**src/rtl/risc_v_ctrl_pkg.sv**
```systemverilog
// Shared encodings for the multicycle RISC-V control unit: FSM states,
// opcodes, ALU codes and datapath mux selects.
package risc_v_ctrl_pkg;

    typedef enum logic [3:0] {
        S_FETCH     = 4'd0,
        S_DECODE    = 4'd1,
        S_MEM_ADR   = 4'd2,
        S_MEM_READ  = 4'd3,
        S_MEM_WB    = 4'd4,
        S_MEM_WRITE = 4'd5,
        S_EXEC_R    = 4'd6,
        S_ALU_WB    = 4'd7,
        S_EXEC_I    = 4'd8,
        S_JAL       = 4'd9,
        S_BEQ       = 4'd10,
        S_HALT      = 4'd15
    } state_t;

    localparam logic [6:0] OP_LW  = 7'b0000011;
    localparam logic [6:0] OP_SW  = 7'b0100011;
    localparam logic [6:0] OP_R   = 7'b0110011;
    localparam logic [6:0] OP_I   = 7'b0010011;
    localparam logic [6:0] OP_JAL = 7'b1101111;
    localparam logic [6:0] OP_BEQ = 7'b1100011;

    localparam logic [2:0] ALU_ADD = 3'b000;
    localparam logic [2:0] ALU_SUB = 3'b001;
    localparam logic [2:0] ALU_AND = 3'b010;
    localparam logic [2:0] ALU_OR  = 3'b011;
    localparam logic [2:0] ALU_SLT = 3'b101;

    localparam logic [1:0] ALUOP_ADD   = 2'b00;
    localparam logic [1:0] ALUOP_SUB   = 2'b01;
    localparam logic [1:0] ALUOP_FUNCT = 2'b10;

    localparam logic [1:0] RES_ALUOUT = 2'b00;
    localparam logic [1:0] RES_DATA   = 2'b01;
    localparam logic [1:0] RES_ALU    = 2'b10;

    localparam logic [1:0] SRCA_PC    = 2'b00;
    localparam logic [1:0] SRCA_OLDPC = 2'b01;
    localparam logic [1:0] SRCA_RS1   = 2'b10;

    localparam logic [1:0] SRCB_RS2  = 2'b00;
    localparam logic [1:0] SRCB_IMM  = 2'b01;
    localparam logic [1:0] SRCB_FOUR = 2'b10;

    localparam logic [1:0] IMM_I = 2'b00;
    localparam logic [1:0] IMM_S = 2'b01;
    localparam logic [1:0] IMM_B = 2'b10;
    localparam logic [1:0] IMM_J = 2'b11;

    function automatic logic [1:0] imm_src_of(input logic [6:0] op);
        case (op)
            OP_SW:   return IMM_S;
            OP_BEQ:  return IMM_B;
            OP_JAL:  return IMM_J;
            default: return IMM_I;
        endcase
    endfunction

endpackage

```
**src/rtl/alu_decoder.sv**
```systemverilog
// Combinational ALU control: maps ALU_OP plus funct fields to the ALU operation.
module alu_decoder
    import risc_v_ctrl_pkg::*;
(
    input  logic [1:0] i_alu_op,
    input  logic [2:0] i_funct3,
    input  logic       i_op5,
    input  logic       i_funct7b5,
    output logic [2:0] o_alu_control
);

    always_comb begin
        o_alu_control = ALU_ADD;
        case (i_alu_op)
            ALUOP_SUB: o_alu_control = ALU_SUB;
            ALUOP_FUNCT: begin
                case (i_funct3)
                    // Only R-type (op bit 5 set) can encode sub; addi ignores funct7.
                    3'b000:  o_alu_control = (i_op5 & i_funct7b5) ? ALU_SUB : ALU_ADD;
                    3'b010:  o_alu_control = ALU_SLT;
                    3'b110:  o_alu_control = ALU_OR;
                    3'b111:  o_alu_control = ALU_AND;
                    default: o_alu_control = ALU_ADD;
                endcase
            end
            default: o_alu_control = ALU_ADD;
        endcase
    end

endmodule

```
**src/rtl/multicycle_control_unit.sv**
```systemverilog
// Moore sequencing FSM for the multicycle RISC-V datapath, with a
// retired-instruction counter and halt on unsupported opcodes.
module multicycle_control_unit
    import risc_v_ctrl_pkg::*;
(
    input  logic        CLK,
    input  logic        RST,
    input  logic [6:0]  OPE_CODE,
    input  logic [2:0]  FUNCT3,
    input  logic        FUNCT7B5,
    input  logic        ZERO,
    output logic        PC_WRITE,
    output logic        ADR_SRC,
    output logic        MEM_WRITE,
    output logic        IR_WRITE,
    output logic        REG_WRITE,
    output logic [1:0]  RESULT_SRC,
    output logic [1:0]  ALU_SRC_A,
    output logic [1:0]  ALU_SRC_B,
    output logic [2:0]  ALU_CONTROL,
    output logic [1:0]  IMM_SRC,
    output logic        HALTED,
    output logic [31:0] INSTRET
);

    state_t      r_state;
    state_t      w_next;
    logic [31:0] r_instret;

    logic       w_pc_update;
    logic       w_branch;
    logic       w_ir_write;
    logic       w_reg_write;
    logic       w_mem_write;
    logic [1:0] w_alu_op;
    logic       w_retire;

    always_ff @(posedge CLK) begin
        if (RST) r_state <= S_FETCH;
        else     r_state <= w_next;
    end

    always_comb begin
        w_next      = S_HALT;
        w_pc_update = 1'b0;
        w_branch    = 1'b0;
        w_ir_write  = 1'b0;
        w_reg_write = 1'b0;
        w_mem_write = 1'b0;
        w_alu_op    = ALUOP_ADD;
        ADR_SRC     = 1'b0;
        RESULT_SRC  = RES_ALUOUT;
        ALU_SRC_A   = SRCA_PC;
        ALU_SRC_B   = SRCB_RS2;
        HALTED      = 1'b0;
        case (r_state)
            S_FETCH: begin
                w_next      = S_DECODE;
                w_ir_write  = 1'b1;
                w_pc_update = 1'b1;
                ALU_SRC_B   = SRCB_FOUR;
                RESULT_SRC  = RES_ALU;
            end
            S_DECODE: begin
                ALU_SRC_A = SRCA_OLDPC;
                ALU_SRC_B = SRCB_IMM;
                case (OPE_CODE)
                    OP_LW, OP_SW: w_next = S_MEM_ADR;
                    OP_R:         w_next = S_EXEC_R;
                    OP_I:         w_next = S_EXEC_I;
                    OP_JAL:       w_next = S_JAL;
                    OP_BEQ:       w_next = S_BEQ;
                    default:      w_next = S_HALT;
                endcase
            end
            S_MEM_ADR: begin
                w_next    = (OPE_CODE == OP_LW) ? S_MEM_READ : S_MEM_WRITE;
                ALU_SRC_A = SRCA_RS1;
                ALU_SRC_B = SRCB_IMM;
            end
            S_MEM_READ: begin
                w_next  = S_MEM_WB;
                ADR_SRC = 1'b1;
            end
            S_MEM_WB: begin
                w_next      = S_FETCH;
                RESULT_SRC  = RES_DATA;
                w_reg_write = 1'b1;
            end
            S_MEM_WRITE: begin
                w_next      = S_FETCH;
                ADR_SRC     = 1'b1;
                w_mem_write = 1'b1;
            end
            S_EXEC_R: begin
                w_next    = S_ALU_WB;
                ALU_SRC_A = SRCA_RS1;
                w_alu_op  = ALUOP_FUNCT;
            end
            S_EXEC_I: begin
                w_next    = S_ALU_WB;
                ALU_SRC_A = SRCA_RS1;
                ALU_SRC_B = SRCB_IMM;
                w_alu_op  = ALUOP_FUNCT;
            end
            S_ALU_WB: begin
                w_next      = S_FETCH;
                w_reg_write = 1'b1;
            end
            S_JAL: begin
                w_next      = S_ALU_WB;
                ALU_SRC_A   = SRCA_OLDPC;
                ALU_SRC_B   = SRCB_FOUR;
                w_pc_update = 1'b1;
            end
            S_BEQ: begin
                w_next    = S_FETCH;
                ALU_SRC_A = SRCA_RS1;
                w_alu_op  = ALUOP_SUB;
                w_branch  = 1'b1;
            end
            default: begin
                w_next = S_HALT;
                HALTED = 1'b1;
            end
        endcase
    end

    // Reset masks every write enable combinationally so a pending instruction
    // cannot touch architectural state during the reset cycle.
    assign PC_WRITE  = ~RST & (w_pc_update | (w_branch & ZERO));
    assign IR_WRITE  = ~RST & w_ir_write;
    assign REG_WRITE = ~RST & w_reg_write;
    assign MEM_WRITE = ~RST & w_mem_write;
    assign IMM_SRC   = imm_src_of(OPE_CODE);

    alu_decoder u_alu_decoder (
        .i_alu_op      (w_alu_op),
        .i_funct3      (FUNCT3),
        .i_op5         (OPE_CODE[5]),
        .i_funct7b5    (FUNCT7B5),
        .o_alu_control (ALU_CONTROL)
    );

    assign w_retire = (r_state == S_MEM_WB) || (r_state == S_MEM_WRITE) ||
                      (r_state == S_ALU_WB) || (r_state == S_BEQ);

    always_ff @(posedge CLK) begin
        if (RST)           r_instret <= '0;
        else if (w_retire) r_instret <= r_instret + 32'd1;
    end

    assign INSTRET = r_instret;

endmodule

```
**config.mk**
```make
export PLATFORM = sky130hd
export DESIGN_NAME = multicycle_control_unit
export DESIGN_NICKNAME = d
export VERILOG_FILES = /design/src/rtl/risc_v_ctrl_pkg.sv /design/src/rtl/alu_decoder.sv /design/src/rtl/multicycle_control_unit.sv
export SDC_FILE = /design/constraint.sdc
export NUM_CORES = 1
export LEC_CHECK = 0
export CAP_MARGIN = 15
export CORE_MARGIN = 2
export CORE_UTILIZATION = 45
export CTS_BUF_LIST = sky130_fd_sc_hd__clkbuf_2 sky130_fd_sc_hd__clkbuf_4 sky130_fd_sc_hd__clkbuf_8
export DETAILED_ROUTE_END_ITERATION = 10
export PLACE_DENSITY = 0.86
export SYNTH_ARGS = -nofsm -noshare
export SYNTH_HDL_FRONTEND = slang
export SYNTH_SLANG_ARGS = --single-unit
```
**constraint.sdc**
```tcl
create_clock -name CLK -period 4.05 [get_ports CLK]
set_input_delay 0.405 -clock CLK [delete_from_list [all_inputs] [get_ports CLK]]
set_output_delay 0.405 -clock CLK [all_outputs]
set_load 0.005 [all_outputs]
```
==> results.tsv <==
metric	value	unit
fin. max-slew vios	0	
hold path start	INSTRET[31]	
global routing's busiest layer	met2	
WHS	0.485	ns
post-CTS resize count	0	
Gate Count Post-Synth	264	
Tot GR Track Use	19.6	%
# DRC	0	
setup_tns	0	ns
top cells by area, synth	dfxtp_1, xnor2_1, a21oi_1	
peak supply drop	0.210	mV
Synth top area share	35.1	%
Synth-to-Final Area Change	35.4	%
Worst R2R Path Depth	5	
CTS buffer count	5	
CP Class	flop to primary output	
reg2reg end	INSTRET[28]	
GRT overflow	0	
Worst R2R Start	INSTRET[3]	
hold depth	2	
final hold vios	0	
Hold Crit Class	flop to flop	
Synth Area per Inst	7.78	um2
TritonCTS clock tree	yes	
relative slew slack	28.4	%
mapped cell area	2050	um2
Synth Net Count	281	
Ys Warns	0	
total die area	5120	um2
most frequent cell after synthesis	dfxtp_1	
DRT Pass-1 Iters	4	
Finished Cell Area	2780	um2
global-route wire length before repair	8210	um
via count	2062	
Die Wd	71.5	um
fin crit share	72.5	%
# clock sinks	36	
number of I/O port buffers	62	
dpl ws	1.40	ns
Setup Viol. Count Final	0	
Post CTS Setup Buffer Count	0	
maxcap violations	0	
row count	24	
Max clock buf depth	2	
Final min period	2.94	ns
GR Util met3	3.94	%
met2 usage	33.2	%
Clk pin slew, worst setup/hold paths	0.07	ns
CP arrival	2.53	ns
status	complete, no violations	
top_reg_cell synth	dfxtp_1	
# diodes	0	
Placed Area	2680	um2
Netlist cell types	40	
LEAKAGE	0.000880	uW
PD cells	407	nW/um2
EDFF count, synth	0	
post-DR vias/cell	5.54	
CP endpoint kind	primary output	
die height	71.5	um
Top-Level Pins	63	
initial core utilization	46.8	%
Clock Skew	0.00442	ns
Post-CTS Hold Buffers	0	
Async S/R FF share, synth	0	%
Crit Path Max Fanout	16	
DRT iter0 DRCs	102	
clk root buf	clkbuf_8	
Final Wtd Congestion	0.806	
RSZ-0062 raised after global routing	no	
flip-flop and latch count after synthesis	36	
WL final	5000	um
flop2flop setup slack	1.49	ns
Worst-Margin Slew	1.07	ns
sequential fraction of the synthesis area	35.1	%
initial antenna violation count	0	
dominant cell type by area after synthesis	dfxtp_1	
hold endpoint	INSTRET[31]	
Req. time, crit path	3.64	ns
NumNets Final	336	
H-tree depth	2	
Post-synth top cells	dfxtp_1, nor2_1, nand2_1	
layout cells sized above 1	4.69	%
Routed Antenna Nets	0	
clk_lat worst skew	0.28	ns
core footprint	4380	um2
Worst Setup Start Kind	flop	
pin count of the biggest net entering global routing	34	
Final HPWL DP	3580	um
fmax	0.341	GHz
Final WS setup	1.11	ns
vias in the first global route	1861	
WL/cell	13.4	um
met1 Usage GRT	24.8	%
-- flip-flops by register name (all words and copies together) (netlist names) --
register and flops:
r_state 4, INSTRET 32
-- worst max-delay path, cell delays in order, from the launching register on --
cell and delay [ns]:
dfxtp_1 0.63, nor2b_1 0.23, nand2_1 0.06, o21ai_0 0.08, nor2b_1 0.20, ha_1 0.20
nor3b_1 0.20, nor2_1 0.06, nor2_1 0.08, clkdlybuf4s50_1 0.50
-- per-layer routing --
metal	vias up	share of wire (%)
li1	1060	-
met1	936	46
met2	55	48
met3	11	4.7
met4	0	2.0
met5	-	0
-- through the flow --
step           instances  total power, uW  utilization [%]
2_1_floorplan        264              686                -
3_3_place_gp         364              854             61.2
3_5_place_dp         364              866             61.2
4_1_cts              372             1140             63.4
5_1_grt              372             1200             63.4
6_report             372             1130             63.4
-- where the power goes --
group          leakage (uW)  internal [uW]  switching (uW)  total, uW
combinational      0.000537            224             177        402
clock             0.0000523            152             118        270
sequential         0.000291            378            82.9        461
total              0.000880            754             379       1130
-- placed cells by master, fill, tap and decap left out, drive strengths merged, types with 2 or more instances in the layout --
cell / n
nand3: 10
or3: 11
clkdlybuf4s50: 62
nor2b: 4
nor4: 12
ha: 3
clkbuf: 8
xor2: 5
nand2b: 5
nand4: 9
o21ai: 18
nor4b: 3
nor2: 28
nor3: 9
a21oi: 22
inv: 8
o31ai: 3
and4: 2
dfxtp: 36
a31oi: 3
or4: 3
a211oi: 3
nand2: 24
nand4b: 2
xnor2: 15
-- final cells by class --
cell class              instances  area (um2)
clock buffers                   8        97.6
flip-flops and latches         36         721
fillers                       392        1600
inverters                       8        30.0
multi-input cells             205        1240
repair buffers                 63         628
well taps                      52        65.1
-- how the worst max path moves through the flow --
stage | startpoint | slack (ns) | end
after global placement | r_state[2] | 1.54 | ALU_CONTROL[0]
after detailed placement | r_state[2] | 1.40 | ALU_CONTROL[0]
after CTS | r_state[2] | 1.10 | ALU_CONTROL[0]
final | r_state[2] | 1.11 | ALU_CONTROL[0]
after global routing | r_state[2] | 0.90 | ALU_CONTROL[0]
after floorplan | r_state[3] | 2.06 | ALU_CONTROL[0]
-- kinds of logic (layout without fill, tap and decap cells) --
group | after synthesis | count (layout) | synth area share [%]
and+or+nand+nor | 129 | 129 | 35.2
DFF | 36 | 36 | 35.1
adders and majority gates | 3 | 3 | 1.83
AOI/OAI and AO/OA | 53 | 53 | 14.7
buffers and inverters | 23 | 79 | 4.57
xor gates and xnor gates | 20 | 20 | 8.53
Power figures use the tool's default switching activity.
